### config.mk
export PLATFORM = sky130hd
export DESIGN_NAME = dpram_port_arb
export DESIGN_NICKNAME = d
export VERILOG_FILES = /design/src/rtl/dpram_port_arb.sv
export SDC_FILE = /design/constraint.sdc
export NUM_CORES = 1
export LEC_CHECK = 0
export CORE_AREA = 2 2 96 98
export CTS_CLUSTER_DIAMETER = 40
export DETAILED_ROUTE_END_ITERATION = 8
export DIE_AREA = 0 0 98 100
export GPL_TIMING_DRIVEN = 1
export PLACE_DENSITY = 0.82
export SKIP_LAST_GASP = 1
export SYNTH_ARGS = -nofsm -noshare
export SYNTH_HDL_FRONTEND = slang
export SYNTH_SLANG_ARGS = --single-unit
### constraint.sdc
create_clock -name clk -period 2.8 [get_ports clk]
set_input_delay 0.56 -clock clk [delete_from_list [all_inputs] [get_ports clk]]
set_output_delay 0.56 -clock clk [all_outputs]
set_load 0.02 [all_outputs]
### src/rtl/dpram_port_arb.sv
// dpram_port_arb
// Shares one 32-bit port of the dual-port RAM between two requesters.
// Requester 0 is the core load/store path. Requester 1 is the debug/DMA path.
// After reset, an optional sequencer zero-fills the whole RAM.
// No requester is served until that fill has finished.
//
// Parameters
//   RAM_DEPTH  number of RAM words; AW is the dpram address width
//   CLR_EN     1: zero-fill all words after reset, 0: serve requesters at once
//   FIX_PRI    0: round-robin on conflict, 1: m0 always wins a conflict
//
// Ports
//   clk, rst                  single clock, synchronous active-high reset
//   mX_req/we/wem/addr/wdata  requester X access (req held until mX_gnt)
//   mX_gnt                    request accepted this cycle (combinational)
//   mX_rvalid/rdata           read data, one cycle after a read grant
//   ram_en/we/wem/addr/din    drive to the dpram port
//   ram_dout                  dpram read data (1-cycle latency)
//   init_done                 high once the fill is complete
module dpram_port_arb #(
  parameter int RAM_DEPTH = 2048,
  parameter bit CLR_EN    = 1'b1,
  parameter bit FIX_PRI   = 1'b0,
  localparam int AW       = (RAM_DEPTH > 2) ? $clog2(RAM_DEPTH) : 1
) (
  input  logic          clk,
  input  logic          rst,
  input  logic          m0_req,
  input  logic          m0_we,
  input  logic [3:0]    m0_wem,
  input  logic [AW-1:0] m0_addr,
  input  logic [31:0]   m0_wdata,
  output logic          m0_gnt,
  output logic          m0_rvalid,
  output logic [31:0]   m0_rdata,
  input  logic          m1_req,
  input  logic          m1_we,
  input  logic [3:0]    m1_wem,
  input  logic [AW-1:0] m1_addr,
  input  logic [31:0]   m1_wdata,
  output logic          m1_gnt,
  output logic          m1_rvalid,
  output logic [31:0]   m1_rdata,
  output logic          ram_en,
  output logic          ram_we,
  output logic [3:0]    ram_wem,
  output logic [AW-1:0] ram_addr,
  output logic [31:0]   ram_din,
  input  logic [31:0]   ram_dout,
  output logic          init_done
);

  localparam logic [AW-1:0] LAST_ADDR = AW'(RAM_DEPTH - 1);

  typedef enum logic {
    ST_CLEAR,
    ST_RUN
  } state_t;

  state_t        state;
  state_t        state_nxt;
  logic [AW-1:0] clr_addr;
  logic          last;
  logic          rvalid0_q;
  logic          rvalid1_q;
  logic          run;
  logic          m0_wins_conflict;

  // The state register.
  // Reset goes to CLEAR when the fill is enabled, and straight to RUN otherwise.
  always_ff @(posedge clk) begin
    if (rst) begin
      state <= CLR_EN ? ST_CLEAR : ST_RUN;
    end else begin
      state <= state_nxt;
    end
  end

  // Next-state logic.
  // The write to the top word is the final fill cycle.
  // The cycle after that write is RUN.
  always_comb begin
    state_nxt = state;
    if (state == ST_CLEAR && clr_addr == LAST_ADDR) begin
      state_nxt = ST_RUN;
    end
  end

  // Fill address counter.
  // Any reset restarts the fill from word 0.
  always_ff @(posedge clk) begin
    if (rst) begin
      clr_addr <= '0;
    end else if (state == ST_CLEAR) begin
      clr_addr <= clr_addr + 1'b1;
    end
  end

  // Grant decision.
  // The decision is combinational, so a requester sees its grant in the
  // same cycle it asks.
  // Grants are held off while reset is asserted and while the fill is running.
  // On a conflict, m0 wins under fixed priority, or when m1 was the most
  // recent winner.
  always_comb begin
    run              = (state == ST_RUN) && !rst;
    m0_wins_conflict = FIX_PRI || last;
    m0_gnt           = run && m0_req && (!m1_req || m0_wins_conflict);
    m1_gnt           = run && m1_req && !(m0_req && m0_wins_conflict);
  end

  // RAM port drive.
  // During the fill, the block writes zeros to every byte of each word.
  // In RUN, the winner's access is forwarded unchanged.
  // In idle cycles, the port is left disabled so dout holds its last value.
  always_comb begin
    ram_en   = 1'b0;
    ram_we   = 1'b0;
    ram_wem  = 4'h0;
    ram_addr = '0;
    ram_din  = 32'h0;
    if (state == ST_CLEAR) begin
      ram_en   = 1'b1;
      ram_we   = 1'b1;
      ram_wem  = 4'hF;
      ram_addr = clr_addr;
    end else if (m0_gnt) begin
      ram_en   = 1'b1;
      ram_we   = m0_we;
      ram_wem  = m0_wem;
      ram_addr = m0_addr;
      ram_din  = m0_wdata;
    end else if (m1_gnt) begin
      ram_en   = 1'b1;
      ram_we   = m1_we;
      ram_wem  = m1_wem;
      ram_addr = m1_addr;
      ram_din  = m1_wdata;
    end
  end

  // Round-robin history and read-valid pipeline.
  // 'last' only moves on a grant.
  // Its reset value of 1 lets m0 take the first conflict.
  always_ff @(posedge clk) begin
    if (rst) begin
      last      <= 1'b1;
      rvalid0_q <= 1'b0;
      rvalid1_q <= 1'b0;
    end else begin
      if (m0_gnt) begin
        last <= 1'b0;
      end else if (m1_gnt) begin
        last <= 1'b1;
      end
      rvalid0_q <= m0_gnt && !m0_we;
      rvalid1_q <= m1_gnt && !m1_we;
    end
  end

  // Read return.
  // Data is shared by both requesters, and only the valid flags are
  // per-requester.
  // Reset masks a pending valid in the same cycle, so a read that was
  // granted just before reset never reports.
  always_comb begin
    m0_rvalid = rvalid0_q && !rst;
    m1_rvalid = rvalid1_q && !rst;
    m0_rdata  = ram_dout;
    m1_rdata  = ram_dout;
    init_done = (state == ST_RUN);
  end

endmodule

==> results.cfg <==
[logic_synthesis]
yosysMostFrequentCell = buf_4
ys_types = 34
synth.yosys.warnings = 0
synth_flop_cell = dfxtp_1
synth.largest_area_cell = buf_4
syn-cell-area_um2 = 1740
synth_common_cells = buf_4, a22o_1, a221o_1, dfxtp_1, nor2b_1
yosysSeqAreaShare_pct = 17.25
synth_area_per_cell_um2 = 8.171
ys_seq_elements = 15
synth-async-reset-ratio_pct = 0
postSynthCellCount = 213
synth_edf_count = 0
synth_area_leaders = buf_4, dfxtp_1, a22o_1, a221o_1, nor2b_1
netlist.area_leader.share_pct = 27.61
syn-num-nets = 346

[detailed_routing]
dr.pass1.iters = 4
drtAntennaViolNets = 0
drtIter0Drc = 70
drt-vias-per-instance = 4.550
wirelength_um = 6525
dr_total_vias = 1879
drc = 0
wl_per_cell_um = 15.80

[sta]
rsz0062_at_grt = yes
layout_setup_ws_ps = -38.98
setup-tns-final_ps = -95.37
finalClockSkew_ps = 3.018
maxSlewViolCount = 0
finalCriticalPeriod_ps = 2839
fin_crit_sh_pct = 101.4
fmax_mhz = 352.2
final-hold-violation-count = 0
setup_viol = 9
relSlewSlack_pct = 71.21
worst_pin_slew_ps = 427.9

[layout]
diodes = 0
syn2layout_area_growth_pct = 71.53
fin_cells = 413
nets = 436
drive_above_1_share_pct = 22.52

[power]
power.leakage_uw = 0.001096
peakVddDrop_uv = 204.7
powerDensity_nw_per_um2 = 194.4

[cts]
clk_pin_slew_worst_paths_ps = 70
clock-sinks = 15
ctsHoldBuffers = 0
post-cts-setup-buffer-count = 0
cts_buffers = 3
cts_tree = yes
cts.htree.levels = 1
cts_root_buf = clkbuf_8
clockBufferDepth = 2
clkLatencyLatePin_ps = 250

[worst_setup_path]
crit_buf_inv = 4
reg2reg_from = init_done
r2r_slack_ps = 1110
r2r.worst_path.cells = 4
endpoint_kind = output pin
setup.worst_path.start_class = input pin
rr_endpoint = clr_addr[10]
crit_type = input pin to output pin
slowest_stage = clkdlybuf4s50_1
max_stage_delay_ps = 420
critPathMaxFanout = 39
cp.arrival_ps = 2280
crit_required_ps = 2240
worstPathCellList = clkdlybuf4s50_1, nor2b_2, or3_4, clkinv_2, buf_12, a22o_1, clkdlybuf4s15_2
path_delay_family = buffers and inverters

[floorplan]
start_util_pct = 19.58
num_rows = 35
die_w_um = 98
die-area_um2 = 9800
die_y_um = 100
io_pins = 250
design.core.area_um2 = 8890

[placement]
dp_hpwl_um = 5301
place_congestion = 0.7533
portBuffers = 153
place_inst = 409

[global_routing]
grt_pass1_vias = 1910
overflow = 0
grt_pass1_wl_um = 10020
antenna_found_initial = 0
track_usage_pct = 12.53
grt_max_degree = 41

[status]
violations = negative setup slack
status = complete, but fails checks

[flow_run]
maxCapViolations = 0

[hold_path]
min_path_cells = 2
min_path_type = flip-flop to flip-flop
hold_end = clr_addr[9]
min_from = clr_addr[9]
## how the worst max path moves through the flow
stage	to	from	cells past startpoint	slack, ps
final	ram_din[0]	m1_req	7	-40
after global placement	ram_din[0]	m1_req	7	-380
after global routing	ram_din[0]	m1_req	7	-110
after CTS	ram_din[1]	m1_req	7	-110
after detailed placement	ram_din[1]	m1_req	7	-380
after floorplan	ram_din[22]	m1_req	5	610
## final cells by class
class | instances | area [um2]
fillers | 930 | 5904
repair buffers | 163 | 1607
multi-input cells | 114 | 869.6
flip-flops and latches | 15 | 300.3
well taps | 111 | 138.9
clock buffers | 3 | 41.29
inverters | 6 | 23.77
clock inverters | 1 | 5.005
## timing repair
action / in CTS / in global routing
hold endpoints to repair: 0 / 0
gates resized for setup: 129 / 21
setup endpoints to repair: 51 / 47
## stage by stage
| stage | total power, uW | utilization [%] | setup WS (ps) | hold WS, ps | cell area [um2] |
|---|---|---|---|---|---|
| 2_1_floorplan | 383.0 | - | 614.1 | 451.9 | 1740 |
| 3_3_place_gp | 405.1 | 33.31 | -375.9 | 460.4 | 2962 |
| 3_5_place_dp | 407.6 | 33.31 | -379.6 | 488.7 | 2962 |
| 4_1_cts | 588.7 | 34.13 | -105.9 | 501.0 | 3034 |
| 5_1_grt | 608.4 | 33.58 | -108.0 | 552.3 | 2985 |
| 6_report | 580.5 | 33.58 | -38.98 | 495.1 | 2985 |
## state kept, by name, indices dropped and copies added, names as in the netlist
register and flops:
last 1, clr_addr 11, rvalid0_q 1, rvalid1_q 1, init_done 1
## tightest hold or removal path: cells and delay by family, from the launching register on
kind	cells	cell delay (ps)
AOI/OAI and AO/OA	2	130
DFF	1	320
## cells by family after synthesis
logic type	count (synthesis)	synth area share, %
adders and majority gates	1	0.7188
AOI/OAI and AO/OA	66	31.92
DFF	15	17.25
muxes	3	1.869
and+or+nand+nor	44	14.88
buffers and inverters	84	33.36
## report_power, final
group	switching (uW)	internal (uW)
clock	81.6	98.7
combinational	43.4	135
sequential	4.73	217
## layout by cell type, fill, tap and decap left out, types with 2 or more instances in the layout
| cell | count |
|---|---|
| clkbuf_2 | 11 |
| nor4_1 | 3 |
| o31ai_1 | 3 |
| a221o_1 | 15 |
| nand2_1 | 4 |
| or3_1 | 5 |
| buf_2 | 2 |
| inv_1 | 5 |
| nor2_1 | 7 |
| clkdlybuf4s50_1 | 102 |
| clkbuf_8 | 3 |
| o21ai_0 | 4 |
| clkinv_2 | 2 |
| nand4_1 | 2 |
| buf_12 | 2 |
| dlygate4sd2_1 | 3 |
| clkdlybuf4s15_2 | 35 |
| or4_1 | 3 |
| a22o_1 | 32 |
| nor2b_1 | 13 |
| dfxtp_1 | 15 |
| buf_4 | 8 |
| mux2_2 | 2 |
| a21oi_1 | 7 |
## per-layer routing
| layer | share of wire, % | vias to the layer above | GRT usage [%] |
|---|---|---|---|
| met5 | 0 | - | 0 |
| met4 | 2.1 | 0 | 3.739 |
| met3 | 8.7 | 21 | 3.064 |
| met2 | 50 | 81 | 22.71 |
| met1 | 39 | 873 | 14.63 |
| li1 | - | 904 | - |
Power figures use the tool's default switching activity.
